--- src/rtl/tx_sched_pkg.sv ---
// tx_sched_pkg: shared types and defaults for the TX frame scheduler.
//   sched_state_t  - scheduler FSM states
//   skid_ent_t     - one skid-buffer entry {tlast tag, byte}
//   MIN_LEN_DEF    - default minimum emitted frame length (bytes, FCS excluded)
//   IFG_CYCLES_DEF - default idle gap after the tlast handshake
package tx_sched_pkg;

  localparam int MIN_LEN_DEF    = 60;
  localparam int IFG_CYCLES_DEF = 12;

  typedef enum logic [2:0] {
    S_IDLE,
    S_FETCH,
    S_PAD,
    S_DRAIN,
    S_IFG
  } sched_state_t;

  typedef struct packed {
    logic       last;
    logic [7:0] data;
  } skid_ent_t;

  // Counter width able to hold 0..n, never narrower than one bit.
  function automatic int cnt_w(input int n);
    return (n < 1) ? 1 : $clog2(n + 1);
  endfunction

endpackage

--- src/rtl/tx_frame_sched_if.sv ---
// tx_frame_sched_if: byte-wide AXI-Stream link from the scheduler to the MAC.
//   tdata  - byte to MAC
//   tvalid - byte valid
//   tlast  - last byte of frame
//   tready - MAC ready
// master = scheduler side, slave = MAC side.
interface tx_frame_sched_if;
  logic [7:0] tdata;
  logic       tvalid;
  logic       tlast;
  logic       tready;

  modport master (output tdata, output tvalid, output tlast, input tready);
  modport slave  (input tdata, input tvalid, input tlast, output tready);
endinterface

--- src/rtl/tx_skid_buf.sv ---
// tx_skid_buf: 2-entry FIFO of {tlast, data} feeding the AXI-Stream output.
//   clk, rst  - clock, synchronous active-high reset (flushes contents)
//   i_push    - write i_ent this cycle
//   i_ent     - entry to write
//   i_ready   - downstream ready
//   o_valid   - head entry valid (registered, independent of i_ready)
//   o_head    - head entry (zero when empty)
//   o_occ     - current occupancy 0..2
//   o_pop     - head consumed this cycle (o_valid & i_ready)
module tx_skid_buf
  import tx_sched_pkg::*;
(
  input  logic      clk,
  input  logic      rst,
  input  logic      i_push,
  input  skid_ent_t i_ent,
  input  logic      i_ready,
  output logic      o_valid,
  output skid_ent_t o_head,
  output logic [1:0] o_occ,
  output logic      o_pop
);

  skid_ent_t [1:0] r_mem;
  logic            r_wp;
  logic            r_rp;
  logic [1:0]      r_occ;
  logic            w_push;

  assign o_valid = (r_occ != 2'd0);
  assign o_pop   = o_valid & i_ready;
  assign o_head  = o_valid ? r_mem[r_rp] : '0;
  assign o_occ   = r_occ;
  // Upstream credit keeps this from ever overflowing; the guard only keeps
  // the pointers coherent if that contract is broken.
  assign w_push  = i_push & ((r_occ != 2'd2) | o_pop);

  always_ff @(posedge clk) begin
    if (rst) begin
      r_mem <= '0;
      r_wp  <= 1'b0;
      r_rp  <= 1'b0;
      r_occ <= 2'd0;
    end else begin
      if (w_push) begin
        r_mem[r_wp] <= i_ent;
        r_wp        <= ~r_wp;
      end
      if (o_pop) r_rp <= ~r_rp;
      r_occ <= 2'(r_occ + {1'b0, w_push} - {1'b0, o_pop});
    end
  end

endmodule

--- src/rtl/tx_frame_sched.sv ---
// tx_frame_sched: schedules one frame at a time from the TX byte buffer to the
// MAC AXI-Stream TX port, zero-padding runts and enforcing an idle gap.
//   clk, rst             - clock, synchronous active-high reset
//   desc_valid/ready     - frame length descriptor handshake
//   desc_len             - payload bytes held in the buffer for this frame
//   btx_empty, btx_data  - buffer empty flag, read data (1 cycle after read)
//   btx_rd_en            - buffer read strobe
//   m_axis               - AXI-Stream master to MAC (tdata/tvalid/tlast/tready)
//   busy                 - not IDLE
//   stall                - buffer underrun while bytes still to fetch
//   len_err              - pulse after a zero-length descriptor is dropped
module tx_frame_sched
  import tx_sched_pkg::*;
#(
  parameter  int SIZE       = 2048,
  parameter  int MIN_LEN    = MIN_LEN_DEF,
  parameter  int IFG_CYCLES = IFG_CYCLES_DEF,
  localparam int LW         = $clog2(SIZE)
) (
  input  logic                clk,
  input  logic                rst,
  input  logic                desc_valid,
  input  logic [LW-1:0]       desc_len,
  output logic                desc_ready,
  input  logic                btx_empty,
  input  logic [7:0]          btx_data,
  output logic                btx_rd_en,
  tx_frame_sched_if.master    m_axis,
  output logic                busy,
  output logic                stall,
  output logic                len_err
);

  localparam int              CW       = LW + 1;
  localparam int              IW       = cnt_w(IFG_CYCLES);
  localparam logic [CW-1:0]   MIN_L    = CW'(MIN_LEN);
  localparam logic [IW-1:0]   IFG_LOAD = (IFG_CYCLES > 0) ? IW'(IFG_CYCLES - 1) : '0;

  sched_state_t  r_state, w_state_nxt;
  logic [CW-1:0] r_rd_rem;      // buffer reads still to issue
  logic [CW-1:0] r_tot_rem;     // skid pushes (data + pad) still to make
  logic          r_pad;         // frame needs zero padding after the data
  logic [IW-1:0] r_ifg_cnt;
  logic          r_inflight;    // read issued last cycle, data on btx_data now
  logic          r_len_err;

  logic          w_accept;
  logic [CW-1:0] w_dlen;
  logic [CW-1:0] w_tot_init;
  logic          w_credit_ok;
  logic          w_rd_en;
  logic          w_pad_push;
  logic          w_push;
  logic          w_last_hs;
  skid_ent_t     w_ent;
  logic          w_sk_valid;
  skid_ent_t     w_head;
  logic [1:0]    w_occ;
  logic          w_pop;

  assign w_accept   = desc_valid & (r_state == S_IDLE);
  assign w_dlen     = {1'b0, desc_len};
  assign w_tot_init = (w_dlen < MIN_L) ? MIN_L : w_dlen;

  // Count bytes already owed to the skid (held + in flight) after this
  // cycle's pop; a new push source may start only while that stays below 2.
  // Steady state with tready=1 is occ=1, inflight=1, pop=1 -> 1 byte/cycle.
  assign w_credit_ok = (({1'b0, w_occ} + 3'(r_inflight) - 3'(w_pop)) < 3'd2);

  assign w_rd_en    = (r_state == S_FETCH) & (r_rd_rem != '0) & ~btx_empty & w_credit_ok;
  // Padding waits for the last data byte to land so ordering is preserved.
  assign w_pad_push = (r_state == S_PAD) & (r_tot_rem != '0) & ~r_inflight & w_credit_ok;
  assign w_push     = r_inflight | w_pad_push;

  assign w_ent.data = r_inflight ? btx_data : 8'h00;
  assign w_ent.last = (r_tot_rem == CW'(1));

  assign w_last_hs  = w_pop & w_head.last;

  tx_skid_buf u_skid (
    .clk     (clk),
    .rst     (rst),
    .i_push  (w_push),
    .i_ent   (w_ent),
    .i_ready (m_axis.tready),
    .o_valid (w_sk_valid),
    .o_head  (w_head),
    .o_occ   (w_occ),
    .o_pop   (w_pop)
  );

  always_comb begin
    w_state_nxt = r_state;
    case (r_state)
      S_IDLE:  if (w_accept && (desc_len != '0)) w_state_nxt = S_FETCH;
      S_FETCH: if (w_rd_en && (r_rd_rem == CW'(1)))
                 w_state_nxt = r_pad ? S_PAD : S_DRAIN;
      S_PAD:   if (w_pad_push && (r_tot_rem == CW'(1))) w_state_nxt = S_DRAIN;
      S_DRAIN: if (w_last_hs) w_state_nxt = (IFG_CYCLES == 0) ? S_IDLE : S_IFG;
      S_IFG:   if (r_ifg_cnt == '0) w_state_nxt = S_IDLE;
      default: w_state_nxt = S_IDLE;
    endcase
  end

  always_ff @(posedge clk) begin
    if (rst) begin
      r_state    <= S_IDLE;
      r_rd_rem   <= '0;
      r_tot_rem  <= '0;
      r_pad      <= 1'b0;
      r_ifg_cnt  <= '0;
      r_inflight <= 1'b0;
      r_len_err  <= 1'b0;
    end else begin
      r_state    <= w_state_nxt;
      r_inflight <= w_rd_en;
      r_len_err  <= w_accept & (desc_len == '0);
      if (w_accept) begin
        r_rd_rem  <= w_dlen;
        r_tot_rem <= w_tot_init;
        r_pad     <= (w_tot_init > w_dlen);
      end else begin
        if (w_rd_en) r_rd_rem  <= r_rd_rem - CW'(1);
        if (w_push)  r_tot_rem <= r_tot_rem - CW'(1);
      end
      if ((r_state == S_DRAIN) && w_last_hs)
        r_ifg_cnt <= IFG_LOAD;
      else if ((r_state == S_IFG) && (r_ifg_cnt != '0))
        r_ifg_cnt <= r_ifg_cnt - IW'(1);
    end
  end

  assign desc_ready    = (r_state == S_IDLE);
  assign busy          = (r_state != S_IDLE);
  assign stall         = (r_state == S_FETCH) & (r_rd_rem != '0) & btx_empty;
  assign len_err       = r_len_err;
  assign btx_rd_en     = w_rd_en;
  assign m_axis.tvalid = w_sk_valid;
  assign m_axis.tdata  = w_head.data;
  assign m_axis.tlast  = w_head.last;

endmodule

--- src/flat_wrapper.sv ---
// flat-port wrapper written by rule: the top's interface ports become plain ports
module tx_frame_sched_flat import tx_sched_pkg::*;
#(
  parameter  int SIZE       = 2048,
  parameter  int MIN_LEN    = MIN_LEN_DEF,
  parameter  int IFG_CYCLES = IFG_CYCLES_DEF,
  localparam int LW         = $clog2(SIZE)
)
  (clk, rst, desc_valid, desc_len, desc_ready, btx_empty, btx_data, btx_rd_en, busy, stall, len_err, m_axis_tdata, m_axis_tvalid, m_axis_tlast, m_axis_tready);
  tx_frame_sched_if m_axis_i ();
  input  logic clk;
  input  logic rst;
  input  logic desc_valid;
  input  logic [LW-1:0] desc_len;
  output logic desc_ready;
  input  logic btx_empty;
  input  logic [7:0] btx_data;
  output logic btx_rd_en;
  output logic busy;
  output logic stall;
  output logic len_err;
  output wire logic [$bits(m_axis_i.tdata)-1:0] m_axis_tdata;
  output wire logic [$bits(m_axis_i.tvalid)-1:0] m_axis_tvalid;
  output wire logic [$bits(m_axis_i.tlast)-1:0] m_axis_tlast;
  input wire logic [$bits(m_axis_i.tready)-1:0] m_axis_tready;
  assign m_axis_tdata = m_axis_i.tdata;
  assign m_axis_tvalid = m_axis_i.tvalid;
  assign m_axis_tlast = m_axis_i.tlast;
  assign m_axis_i.tready = m_axis_tready;
  tx_frame_sched #(.SIZE(SIZE), .MIN_LEN(MIN_LEN), .IFG_CYCLES(IFG_CYCLES)) u_core (.clk(clk), .rst(rst), .desc_valid(desc_valid), .desc_len(desc_len), .desc_ready(desc_ready), .btx_empty(btx_empty), .btx_data(btx_data), .btx_rd_en(btx_rd_en), .m_axis(m_axis_i), .busy(busy), .stall(stall), .len_err(len_err));
endmodule
--- config.mk ---
export PLATFORM = sky130hd
export DESIGN_NAME = tx_frame_sched_flat
export DESIGN_NICKNAME = d
export VERILOG_FILES = /design/src/rtl/tx_sched_pkg.sv /design/src/rtl/tx_frame_sched_if.sv /design/src/rtl/tx_skid_buf.sv /design/src/rtl/tx_frame_sched.sv /design/src/flat_wrapper.sv
export SDC_FILE = /design/constraint.sdc
export NUM_CORES = 1
export LEC_CHECK = 0
export CAP_MARGIN = 40
export CELL_PAD_IN_SITES_DETAIL_PLACEMENT = 1
export CELL_PAD_IN_SITES_GLOBAL_PLACEMENT = 2
export CORE_ASPECT_RATIO = 1.75
export CORE_MARGIN = 5
export CORE_UTILIZATION = 38
export CTS_BUF_LIST = sky130_fd_sc_hd__clkbuf_4 sky130_fd_sc_hd__clkbuf_8
export DETAILED_ROUTE_END_ITERATION = 10
export PLACE_DENSITY = 0.9
export REMOVE_ABC_BUFFERS = 1
export SETUP_SLACK_MARGIN = 0.1
export SLEW_MARGIN = 15
export SYNTH_ARGS = -nofsm -noshare
export SYNTH_HDL_FRONTEND = slang
export SYNTH_HIERARCHICAL = 1
export SYNTH_SLANG_ARGS = --single-unit
--- constraint.sdc ---
create_clock -name clk -period 7.5 [get_ports clk]
set_clock_uncertainty 0.05 [all_clocks]
set_input_delay 1.5 -clock clk [delete_from_list [all_inputs] [get_ports clk]]
set_output_delay 1.5 -clock clk [all_outputs]
set_load 0.03 [all_outputs]
==> metrics.md <==
| Metric | Value |
|---|---|
| Outcome | finished, final reports clean |
| Reg2reg path depth | 12 |
| DRT iter0 DRCs | 70 |
| Dpl hpwl | 6542 µm |
| Root Buffer | clkbuf_8 |
| CP Class | input port to output port |
| Die Y | about 130 µm |
| Antenna Violating Nets Remaining | 0 |
| RePlAce Congestion | between 0.8 and 0.9 |
| Horiz. Die Dim | approximately 80 µm |
| DR vias | 2817 |
| GRT Total Usage | 17.17% |
| Synth Cell Area | about 0.0033 mm² |
| Net count of the finished layout | 441 |
| Most frequent cells in the layout | dfxtp_1, clkdlybuf4s50_1, nor2_1 |
| RSZ-0062 raised after global routing | false |
| Clock transition at the registers of the reported paths | 0.10 ns |
| Commonest non-fill, non-tap cell in the layout | dfxtp_1 |
| GRT overflow | 0 |
| Flip-flop and latch count after synthesis | 56 |
| Reg-to-reg startpoint | u_core/u_skid/o_occ[1]$_SDFF_PP0_ |
| Main synth FF type | dfxtp_1 |
| Ports | 39 |
| Yosys warning total | 6 |
| Distinct cells, synth | 58 |
| Largest net degree at the start of global routing | just over 60 |
| N_diodes | 0 |
| Post-synth EDFFs | 0 |
| H-tree levels | 2 |
| Core area | between 0.008 and 0.009 mm² |
| P_leak | 1.289 nW |
| Power Dens Cells | 255.9 mW/mm² |
| Post-CTS Hold Fix Bufs | 0 |
| Setup Total Neg Slack | 0 ns |
| Area Overhead vs Synth | 16.23% |
| Max-slew violations | 0 |
| CTS max path bufs | 2 |
| Tcrit/Tclk final | 82.18% |
| Maximum capacitance violations | 0 |
| Per-cell routed wire length | 16.63 µm |
| Post-synth ARST share | 0% |
| Post-CTS Setup Bufs | 0 |
| Die footprint | about 0.011 mm² |
| R2r endpoint | u_core/u_skid/r_mem[0]$_SDFFE_PP0P_ |
| Layout cell share with drive strength beyond 1 | 7.353% |
| Fin. Hold Viols | 0 |
| Post-synthesis sequential area ratio | 34.37% |
| Clk_lat worst skew | 0.33 ns |
| Most area-hungry cell type in the Yosys netlist | dfxtp_1 |
| Final number of setup-violating endpoints | 0 |
| Critical Path Sink | btx_rd_en |
| Final Power | ~0.97 mW |
| Port-buffer cells | 38 |
| Worst hold path class | flip-flop to flip-flop |
| Critical path peak fanout | 6 |
| Slew margin rel. | 47.41% |
| Vias/cell | 5.386 |
| Fmax | 0.1622 GHz |
| Yosys top cell area share | 34.37% |
| Clock sinks | 56 |
| CTS tree | built |
| First-pass GRT wire length | between 10000 and 15000 µm |
| CP endpoint kind | output port |
| R2r setup slk | 3.99 ns |
| CP Launch Point | m_axis_tready |
| Synthesized area per cell | 8.629 µm² |
| Vias in the first global route | 3117 |
| Min Tclk post-route | ~6.2 ns |
| Post-cts repair resize count | 0 |
| Num rows | 44 |
| WP data arrival | 4.61 ns |
| Data required, critical path | 5.95 ns |
| Fillers | 1021 |
| CTS buffer count | 5 |
| Initial Utilization | 38.98% |
| DRC | 0 |
| Post-Synthesis Cells | 378 |
| WL final | 8695 µm |
| DR pass1 iterations | 4 |
| Dominant cells by area after synthesis | dfxtp_1, mux2i_1, nand2b_1, o21ai_0, nor2_1 |
| Initial antenna violation count | 0 |
| Maximum vdd drop | ~140 µV |
| CP startpoint kind | input port |
| Tightest Pin Transition | 0.7859 ns |
## cell type report
type	count	area [µm²]	area share, %
multi-input cells	289	1988	52.44
flip-flops and latches	56	1121	29.57
clock inverters	3	26.28	0.6931
well taps	115	143.9	3.795
clock buffers	5	68.82	1.815
inverters	16	60.06	1.584
repair buffers	39	382.9	10.10
## state kept, by name, summed over array words and instances (netlist names), 2 cells and up
| register | count |
|---|---|
| u_core/u_skid/r_mem | 18 |
| u_core/r_rd_rem | 12 |
| u_core/r_tot_rem | 12 |
| u_core/r_ifg_cnt | 4 |
| u_core/r_state | 3 |
| u_core/u_skid/o_occ | 2 |
## worst min path at each step
stage                                         start                                    to  depth (start not counted)
2_1_floorplan  u_core/u_skid/r_mem[10]$_SDFFE_PP0P_  u_core/u_skid/r_mem[10]$_SDFFE_PP0P_                          2
3_3_place_gp   u_core/u_skid/r_mem[10]$_SDFFE_PP0P_  u_core/u_skid/r_mem[10]$_SDFFE_PP0P_                          2
3_5_place_dp   u_core/u_skid/r_mem[14]$_SDFFE_PP0P_  u_core/u_skid/r_mem[14]$_SDFFE_PP0P_                          2
4_1_cts        u_core/u_skid/r_mem[15]$_SDFFE_PP0P_  u_core/u_skid/r_mem[15]$_SDFFE_PP0P_                          2
5_1_grt        u_core/u_skid/r_mem[15]$_SDFFE_PP0P_  u_core/u_skid/r_mem[15]$_SDFFE_PP0P_                          2
6_report        u_core/u_skid/r_mem[9]$_SDFFE_PP0P_   u_core/u_skid/r_mem[9]$_SDFFE_PP0P_                          2
## cells by family after synthesis
logic type | count (synthesis) | synth area share (%)
buffers and inverters | 33 | 4.680
DFF | 56 | 34.37
xor gates and xnor gates | 16 | 4.871
muxes | 19 | 5.830
AOI/OAI and AO/OA | 80 | 15.50
adders and majority gates | 10 | 4.066
and+or+nand+nor | 164 | 30.69
## critical path: stages
cell and delay [ns]:
clkdlybuf4s50_1 0.53, o21ai_0 0.15, inv_1 0.16, ha_1 0.24, nand2b_1 0.15, fa_1 0.47
xnor2_4 0.25, and2_1 0.18, nand3_1 0.20, inv_1 0.11, clkdlybuf4s50_1 0.67
## layer usage
layer	routed length, µm	GRT usage [%]	share of wire, %	up-vias
li1	-	-	-	1409
met5	0	0	0	-
met3	212	2.585	2.4	14
met1	3384	18.09	39	1347
met2	4843	32.80	56	47
met4	253	6.673	2.9	0
## synthesized netlist by cell type (all sizes together), types with 2 or more instances
cell and instances:
and3 5, ha 9, mux2i 19, nand4 8, and4 2, a21o 2, nand3 14, a311oi 5
a2bb2oi 2, inv 16, or4 4, xor2 10, nor4 6, buf 9, o21ai 27, clkbuf 8
a211oi 7, nor2 33, or3 6, nor2b 13, or3b 2, a21oi 19, a31oi 7, nor3 12
nand2 15, dfxtp 56, nor3b 4, nand4b 3, and2 10, o211ai 3, xnor2 6, nand2b 25
o21bai 2, and2b 2
## report_power, final
group          leakage, nW  internal, mW  switching (mW)
Combinational        0.783         0.169           0.227
Clock               0.0491        0.0691           0.112
Sequential           0.457         0.332          0.0618
Total                 1.29         0.570           0.400
## metrics by stage
stage	instances	cell area, µm²	worst slack, ns	hold slack (ns)	util [%]
floorplan	361	3169	2.589	0.3977	-
global placement	515	3696	1.415	0.4080	44.17
detailed placement	515	3696	1.323	0.4221	44.17
CTS	523	3791	1.306	0.4399	45.31
global route	523	3791	1.168	0.4505	45.31
finish	523	3791	1.336	0.4299	45.31
(Power assumes the default switching activity.)
